### src/rtl/ps2_key_sequencer_if.sv
// ---------------------------------------------------------------------------
// ps2_key_sequencer_if
// Groups the PS/2 receive-FIFO handshake and the key-event outputs of
// ps2_key_sequencer into one bundle.
//   kb_data     [7:0] FIFO head byte, valid while kb_ready=1
//   kb_ready          FIFO non-empty
//   kb_overflow       FIFO overflow flag
//   kb_rdn            active-low pop strobe (FIFO pops on clk edge when low)
//   key_down    [7:0] held map of the eight movement keys
//   evt_valid         one-cycle pulse, key event presented
//   evt_code    [7:0] final scan-code byte of the event
//   evt_ext           event carried E0
//   evt_break         event carried F0
//   evt_repeat        typematic make of an already-held mapped key
// slave  : the sequencer side.  master : the FIFO / game-logic side.
// ---------------------------------------------------------------------------
interface ps2_key_sequencer_if;
    logic [7:0] kb_data;
    logic       kb_ready;
    logic       kb_overflow;
    logic       kb_rdn;
    logic [7:0] key_down;
    logic       evt_valid;
    logic [7:0] evt_code;
    logic       evt_ext;
    logic       evt_break;
    logic       evt_repeat;

    modport slave (
        input  kb_data, kb_ready, kb_overflow,
        output kb_rdn, key_down, evt_valid, evt_code, evt_ext, evt_break, evt_repeat
    );

    modport master (
        output kb_data, kb_ready, kb_overflow,
        input  kb_rdn, key_down, evt_valid, evt_code, evt_ext, evt_break, evt_repeat
    );
endinterface

### src/rtl/ps2_key_sequencer.sv
// ---------------------------------------------------------------------------
// ps2_key_sequencer
// Drains set-2 scan-code bytes from the PS/2 receive FIFO, parses the
// E0 / F0 / E1 prefix grammar and emits one event per complete key action.
// Also keeps a held-key bitmap for W A S D and the four arrow keys.
//   clk   system clock
//   clrn  asynchronous active-low reset
//   kb    ps2_key_sequencer_if.slave (FIFO handshake in, events/key map out)
// Parameter PAUSE_SKIP: bytes discarded after an E1 prefix.
// Byte cadence is IDLE -> POP -> DECODE, one byte per three cycles.
// ---------------------------------------------------------------------------
module ps2_key_sequencer #(
    parameter int unsigned PAUSE_SKIP = 7
) (
    input  logic                  clk,
    input  logic                  clrn,
    ps2_key_sequencer_if.slave    kb
);

    localparam int unsigned SKIP_W = (PAUSE_SKIP < 2) ? 1 : $clog2(PAUSE_SKIP + 1);

    typedef enum logic [1:0] {
        IDLE,
        POP,
        DECODE
    } state_e;

    state_e            state_q;
    logic [7:0]        byte_q;
    logic              ext_q;
    logic              brk_q;
    logic [SKIP_W-1:0] skip_q;

    logic              kb_rdn_q;
    logic [7:0]        key_down_q;
    logic              evt_valid_q;
    logic [7:0]        evt_code_q;
    logic              evt_ext_q;
    logic              evt_break_q;
    logic              evt_repeat_q;

    logic [7:0]        map_mask_d;
    logic              is_status_d;

    // Key-map lookup keyed on (ext, code) so plain 75 and E0 1D stay unmapped.
    always_comb begin
        map_mask_d = '0;
        case ({ext_q, byte_q})
            9'h01D:  map_mask_d = 8'h01;
            9'h01C:  map_mask_d = 8'h02;
            9'h023:  map_mask_d = 8'h04;
            9'h01B:  map_mask_d = 8'h08;
            9'h175:  map_mask_d = 8'h10;
            9'h16B:  map_mask_d = 8'h20;
            9'h172:  map_mask_d = 8'h40;
            9'h174:  map_mask_d = 8'h80;
            default: map_mask_d = '0;
        endcase

        is_status_d = 1'b0;
        case (byte_q)
            8'h00, 8'hAA, 8'hEE, 8'hFA,
            8'hFC, 8'hFD, 8'hFE, 8'hFF: is_status_d = 1'b1;
            default:                    is_status_d = 1'b0;
        endcase
    end

    always_ff @(posedge clk or negedge clrn) begin
        if (!clrn) begin
            state_q      <= IDLE;
            byte_q       <= '0;
            ext_q        <= 1'b0;
            brk_q        <= 1'b0;
            skip_q       <= '0;
            kb_rdn_q     <= 1'b1;
            key_down_q   <= '0;
            evt_valid_q  <= 1'b0;
            evt_code_q   <= '0;
            evt_ext_q    <= 1'b0;
            evt_break_q  <= 1'b0;
            evt_repeat_q <= 1'b0;
        end else begin
            evt_valid_q <= 1'b0;
            case (state_q)
                IDLE: begin
                    // Overflow wins over a pending byte: drop all parse state.
                    if (kb.kb_overflow) begin
                        key_down_q <= '0;
                        ext_q      <= 1'b0;
                        brk_q      <= 1'b0;
                        skip_q     <= '0;
                    end else if (kb.kb_ready) begin
                        state_q  <= POP;
                        kb_rdn_q <= 1'b0;
                    end
                end

                POP: begin
                    byte_q   <= kb.kb_data;
                    kb_rdn_q <= 1'b1;
                    state_q  <= DECODE;
                end

                DECODE: begin
                    state_q <= IDLE;
                    if (skip_q != '0) begin
                        skip_q <= skip_q - SKIP_W'(1);
                    end else if (byte_q == 8'hE1) begin
                        skip_q <= SKIP_W'(PAUSE_SKIP);
                        ext_q  <= 1'b0;
                        brk_q  <= 1'b0;
                    end else if (byte_q == 8'hE0) begin
                        ext_q <= 1'b1;
                    end else if (byte_q == 8'hF0) begin
                        brk_q <= 1'b1;
                    end else if (is_status_d) begin
                        ext_q <= 1'b0;
                        brk_q <= 1'b0;
                    end else begin
                        evt_valid_q  <= 1'b1;
                        evt_code_q   <= byte_q;
                        evt_ext_q    <= ext_q;
                        evt_break_q  <= brk_q;
                        evt_repeat_q <= !brk_q && ((key_down_q & map_mask_d) != '0);
                        if (brk_q) begin
                            key_down_q <= key_down_q & ~map_mask_d;
                        end else begin
                            key_down_q <= key_down_q | map_mask_d;
                        end
                        ext_q <= 1'b0;
                        brk_q <= 1'b0;
                    end
                end

                default: state_q <= IDLE;
            endcase
        end
    end

    assign kb.kb_rdn     = kb_rdn_q;
    assign kb.key_down   = key_down_q;
    assign kb.evt_valid  = evt_valid_q;
    assign kb.evt_code   = evt_code_q;
    assign kb.evt_ext    = evt_ext_q;
    assign kb.evt_break  = evt_break_q;
    assign kb.evt_repeat = evt_repeat_q;

endmodule
### src/flat_wrapper.sv
// flat-port wrapper written by rule: the top's interface ports become plain ports
module ps2_key_sequencer_flat 
#(
    parameter int unsigned PAUSE_SKIP = 7
)
  (clk, clrn, kb_kb_data, kb_kb_ready, kb_kb_overflow, kb_kb_rdn, kb_key_down, kb_evt_valid, kb_evt_code, kb_evt_ext, kb_evt_break, kb_evt_repeat);
  ps2_key_sequencer_if kb_i ();
  input  logic clk;
  input  logic clrn;
  input wire logic [$bits(kb_i.kb_data)-1:0] kb_kb_data;
  input wire logic [$bits(kb_i.kb_ready)-1:0] kb_kb_ready;
  input wire logic [$bits(kb_i.kb_overflow)-1:0] kb_kb_overflow;
  output wire logic [$bits(kb_i.kb_rdn)-1:0] kb_kb_rdn;
  output wire logic [$bits(kb_i.key_down)-1:0] kb_key_down;
  output wire logic [$bits(kb_i.evt_valid)-1:0] kb_evt_valid;
  output wire logic [$bits(kb_i.evt_code)-1:0] kb_evt_code;
  output wire logic [$bits(kb_i.evt_ext)-1:0] kb_evt_ext;
  output wire logic [$bits(kb_i.evt_break)-1:0] kb_evt_break;
  output wire logic [$bits(kb_i.evt_repeat)-1:0] kb_evt_repeat;
  assign kb_i.kb_data = kb_kb_data;
  assign kb_i.kb_ready = kb_kb_ready;
  assign kb_i.kb_overflow = kb_kb_overflow;
  assign kb_kb_rdn = kb_i.kb_rdn;
  assign kb_key_down = kb_i.key_down;
  assign kb_evt_valid = kb_i.evt_valid;
  assign kb_evt_code = kb_i.evt_code;
  assign kb_evt_ext = kb_i.evt_ext;
  assign kb_evt_break = kb_i.evt_break;
  assign kb_evt_repeat = kb_i.evt_repeat;
  ps2_key_sequencer #(.PAUSE_SKIP(PAUSE_SKIP)) u_core (.clk(clk), .clrn(clrn), .kb(kb_i));
endmodule
### config.mk
export PLATFORM = sky130hd
export DESIGN_NAME = ps2_key_sequencer_flat
export DESIGN_NICKNAME = d
export VERILOG_FILES = /design/src/rtl/ps2_key_sequencer_if.sv /design/src/rtl/ps2_key_sequencer.sv /design/src/flat_wrapper.sv
export SDC_FILE = /design/constraint.sdc
export NUM_CORES = 1
export LEC_CHECK = 0
export ABC_AREA = 1
export CORE_MARGIN = 4
export CORE_UTILIZATION = 53
export CTS_CLUSTER_SIZE = 12
export DETAILED_ROUTE_END_ITERATION = 8
export GPL_TIMING_DRIVEN = 0
export PLACE_DENSITY_LB_ADDON = 0.3
export SLEW_MARGIN = 25
export SYNTH_ARGS = -nofsm -noshare
export SYNTH_HDL_FRONTEND = slang
export SYNTH_SLANG_ARGS = --single-unit
### constraint.sdc
create_clock -name clk -period 2 [get_ports clk]
set_input_delay 0.3 -clock clk [delete_from_list [all_inputs] [get_ports clk]]
set_output_delay 0.3 -clock clk [all_outputs]
set_load 0.01 [all_outputs]
==> metrics, run 1 <==
post-synth top area cell=dfrtp_1; asr flop ratio synth=100%; setup TNS=0 ps; Synth top cells by count=81 x nand2_1, 35 x dfrtp_1, 30 x nor2_1, 22 x nand3_1, 20 x inv_1; synthesized area per cell=7.49 um^2; hold depth=2; Period minus WS final=1720 ps; Power per Cell Area=about 940 mW/mm^2; max_cap viols=0; Ys Warns=0; critical register-to-register path endpoint=u_core.kb.evt_repeat; Final Core Density=71.3%; Layout area overhead=25.5%; die area=around 0.0048 mm^2; main area contributors after synthesis=dfrtp_1 44%, nand2_1 15%, nor2_1 5.7%; worst skew pair latency=about 290 ps; most common cell in the netlist=nand2_1; Max Fclk=approximately 580 MHz; post-route setup slack=283 ps; met3 usage=4.05%; RD Place Congestion=0.954; Worst setup EP type=flip-flop; Peak VDD IR=0.496 mV; H-tree Lvls=2; Initial Util=a little under three fifths; Slew HR=between 60% and 70%; first-pass GRT wire length=7.87 mm; postcts setup bufs=0; Seq cells post-synth=36; Hold Crit Endpoint=u_core.kb.evt_break; GRT busiest layer=met2; DR vias=~1.9k; WP data required=approximately 2200 ps; CTS buffer count=5; Total Power=about 2.3 mW; outcome=completed; Die X=69.0 um; CTS tree=yes; reg-to-reg slack, setup=280 ps; final WL=4.57 mm; Syn Std Cell Area=just under 0.002 mm^2; vias in the first global route=1,704; Fin Hold WS=484 ps; clk slew on worst S/H paths=70 ps; Setup crit start kind=flip-flop; row count=21; Residual DRC=0; DR WL/cell=13.0 um; share of cells above drive strength 1=~11%; Detail Placement HPWL=3.52 mm; R2R depth=9; Hold WC Path Type=flip-flop to flip-flop; Post-synth EDFFs=0; aggregate global routing overflow=0; Die H=69.0 um; initial DRC count=156; Post-Syn Instances=263; GR Util met1=a little under a third; Final Cycle Share=85.9%; Synth top area share=44.5%; Final setup viols=0; Total Routing Usage GR=a little under a quarter; Final nets=318; largest net degree at the start of global routing=20; I/O Pins=33; CTS sink count=36; antenna violations before repair=0; Pleak=1.15 nW; Pre-antenna DRT Iters=4; core area=0.00347 mm^2; Worst Skew=~3.2 ps; unique cell type count in the Yosys netlist=27; Max Slew Vio Count=0; clock buffer depth=2; final antenna-violating net count=0; Crit Path Max Fanout=7; Final Hold Vio Count=0; GR Util met2=36.2%; Root Buffer Master=clkbuf_8; part of the Yosys area used for sequential elements=45.8%; post-synth net total=277; pre-CTS setup slack=about 310 ps; RSZ-0062 raised after global routing=no; Reg-to-Reg Start=u_core.byte_q[7]; # diodes=0; Via-to-Cell Ratio=around 5.3; Hold Path Origin=u_core.kb.evt_break; worst slew pin tran=488 ps; Crit path arrival time=1950 ps; Port Buffers=32; Crit Path Class=flip-flop to flip-flop; ys flop type=dfrtp_1
[kinds of logic (layout without fill, tap and decap cells)]
logic type,count (synthesis),after routing,synth area share (%)
AND/OR/NAND/NOR,156,156,35.0
AO/OA/AOI/OAI,40,40,11.3
flip-flops,36,36,45.8
buffers and inverters,29,71,6.61
adder cells (fa/ha/maj),2,2,1.27
[cell usage in the layout, fill, tap and decap left out, types with 2 or more instances in the layout]
master            n
nand2_1          81
dfrtp_1          35
clkdlybuf4s50_1  31
nor2_1           30
nand3_1          22
inv_1            20
o21ai_0          18
nand4_1          10
a21oi_1           9
clkbuf_8          6
o21ai_1           5
o21ai_2           5
nor2_2            4
o22ai_1           3
buf_2             3
nand2_2           2
inv_2             2
buf_6             2
nand2_4           2
ha_1              2
clkinv_2          2
[worst max-delay path, cell delays in order, from the launching register on]
cell and delay [ps]:
dfrtp_1 410, inv_1 150, nand2_1 90, nor2_1 390
nand3_1 180, o21ai_0 190, nor2_1 70, nand2_1 60
nand2_1 50, nand2_1 50
[how the worst max path moves through the flow]
stage | from | to | slack [ps] | cells past startpoint
after floorplan | u_core.skip_q[0] | u_core.kb.evt_ext | 520 | 10
after global placement | clrn | u_core.state_q[1] | -170 | 1
after detailed placement | kb_kb_overflow | u_core.kb.key_down[5] | 310 | 8
after CTS | u_core.byte_q[7] | u_core.kb.evt_repeat | 320 | 9
after global routing | u_core.skip_q[0] | u_core.kb.key_down[5] | 110 | 9
final | u_core.byte_q[7] | u_core.kb.evt_repeat | 280 | 9
[repair_timing]
item                      4_1_cts  5_1_grt
gates resized for setup         0        0
hold buffers                    1        0
hold endpoints to repair       17        0
[routing by layer]
layer | wire length (um) | part of all wire [%]
met2 | 2160 | 47
met1 | 2090 | 46
met4 | 67 | 1.5
met3 | 262 | 5.7
met5 | 0 | 0
[flip-flops by register name, summed over array words and instances (netlist names)]
name	flops
u_core.kb.evt_code	8
u_core.kb.kb_rdn	1
u_core.kb.evt_repeat	1
u_core.kb.evt_ext	1
u_core.brk_q	1
u_core.kb.key_down	8
u_core.byte_q	8
u_core.skip_q	3
u_core.kb.evt_break	1
u_core.state_q	2
u_core.kb.evt_valid	1
u_core.ext_q	1
[where the power goes]
group / switching (mW) / internal, mW / leakage [nW]
clock: 0.265 / 0.275 / 0.0510
combinational: 0.450 / 0.344 / 0.631
sequential: 0.103 / 0.886 / 0.467
total: 0.817 / 1.51 / 1.15
[area by class of cell]
type                    instances  area (um^2)
fillers                       298          996
inverters                      23         86.3
repair buffers                 34          353
plain buffers                   6         43.8
flip-flops and latches         36          902
multi-input cells             198          937
clock buffers                   6         82.6
clock inverters                 2         10.0
well taps                      46         57.6
[per-stage QoR]
stage          cell area (um^2)  std cells
4_1_cts                    2470        351
5_1_grt                    2470        351
2_1_floorplan              1970        263
3_3_place_gp               2350        341
6_report                   2470        351
3_5_place_dp               2370        342
(Power assumes the default switching activity.)
==> inputs of run 2 (changes only) <==
CTS_CLUSTER_DIAMETER = 150   (was unset)
==> results of run 2 <==
Same layout as run 1: the final DEF is identical, and so are final timing and power.
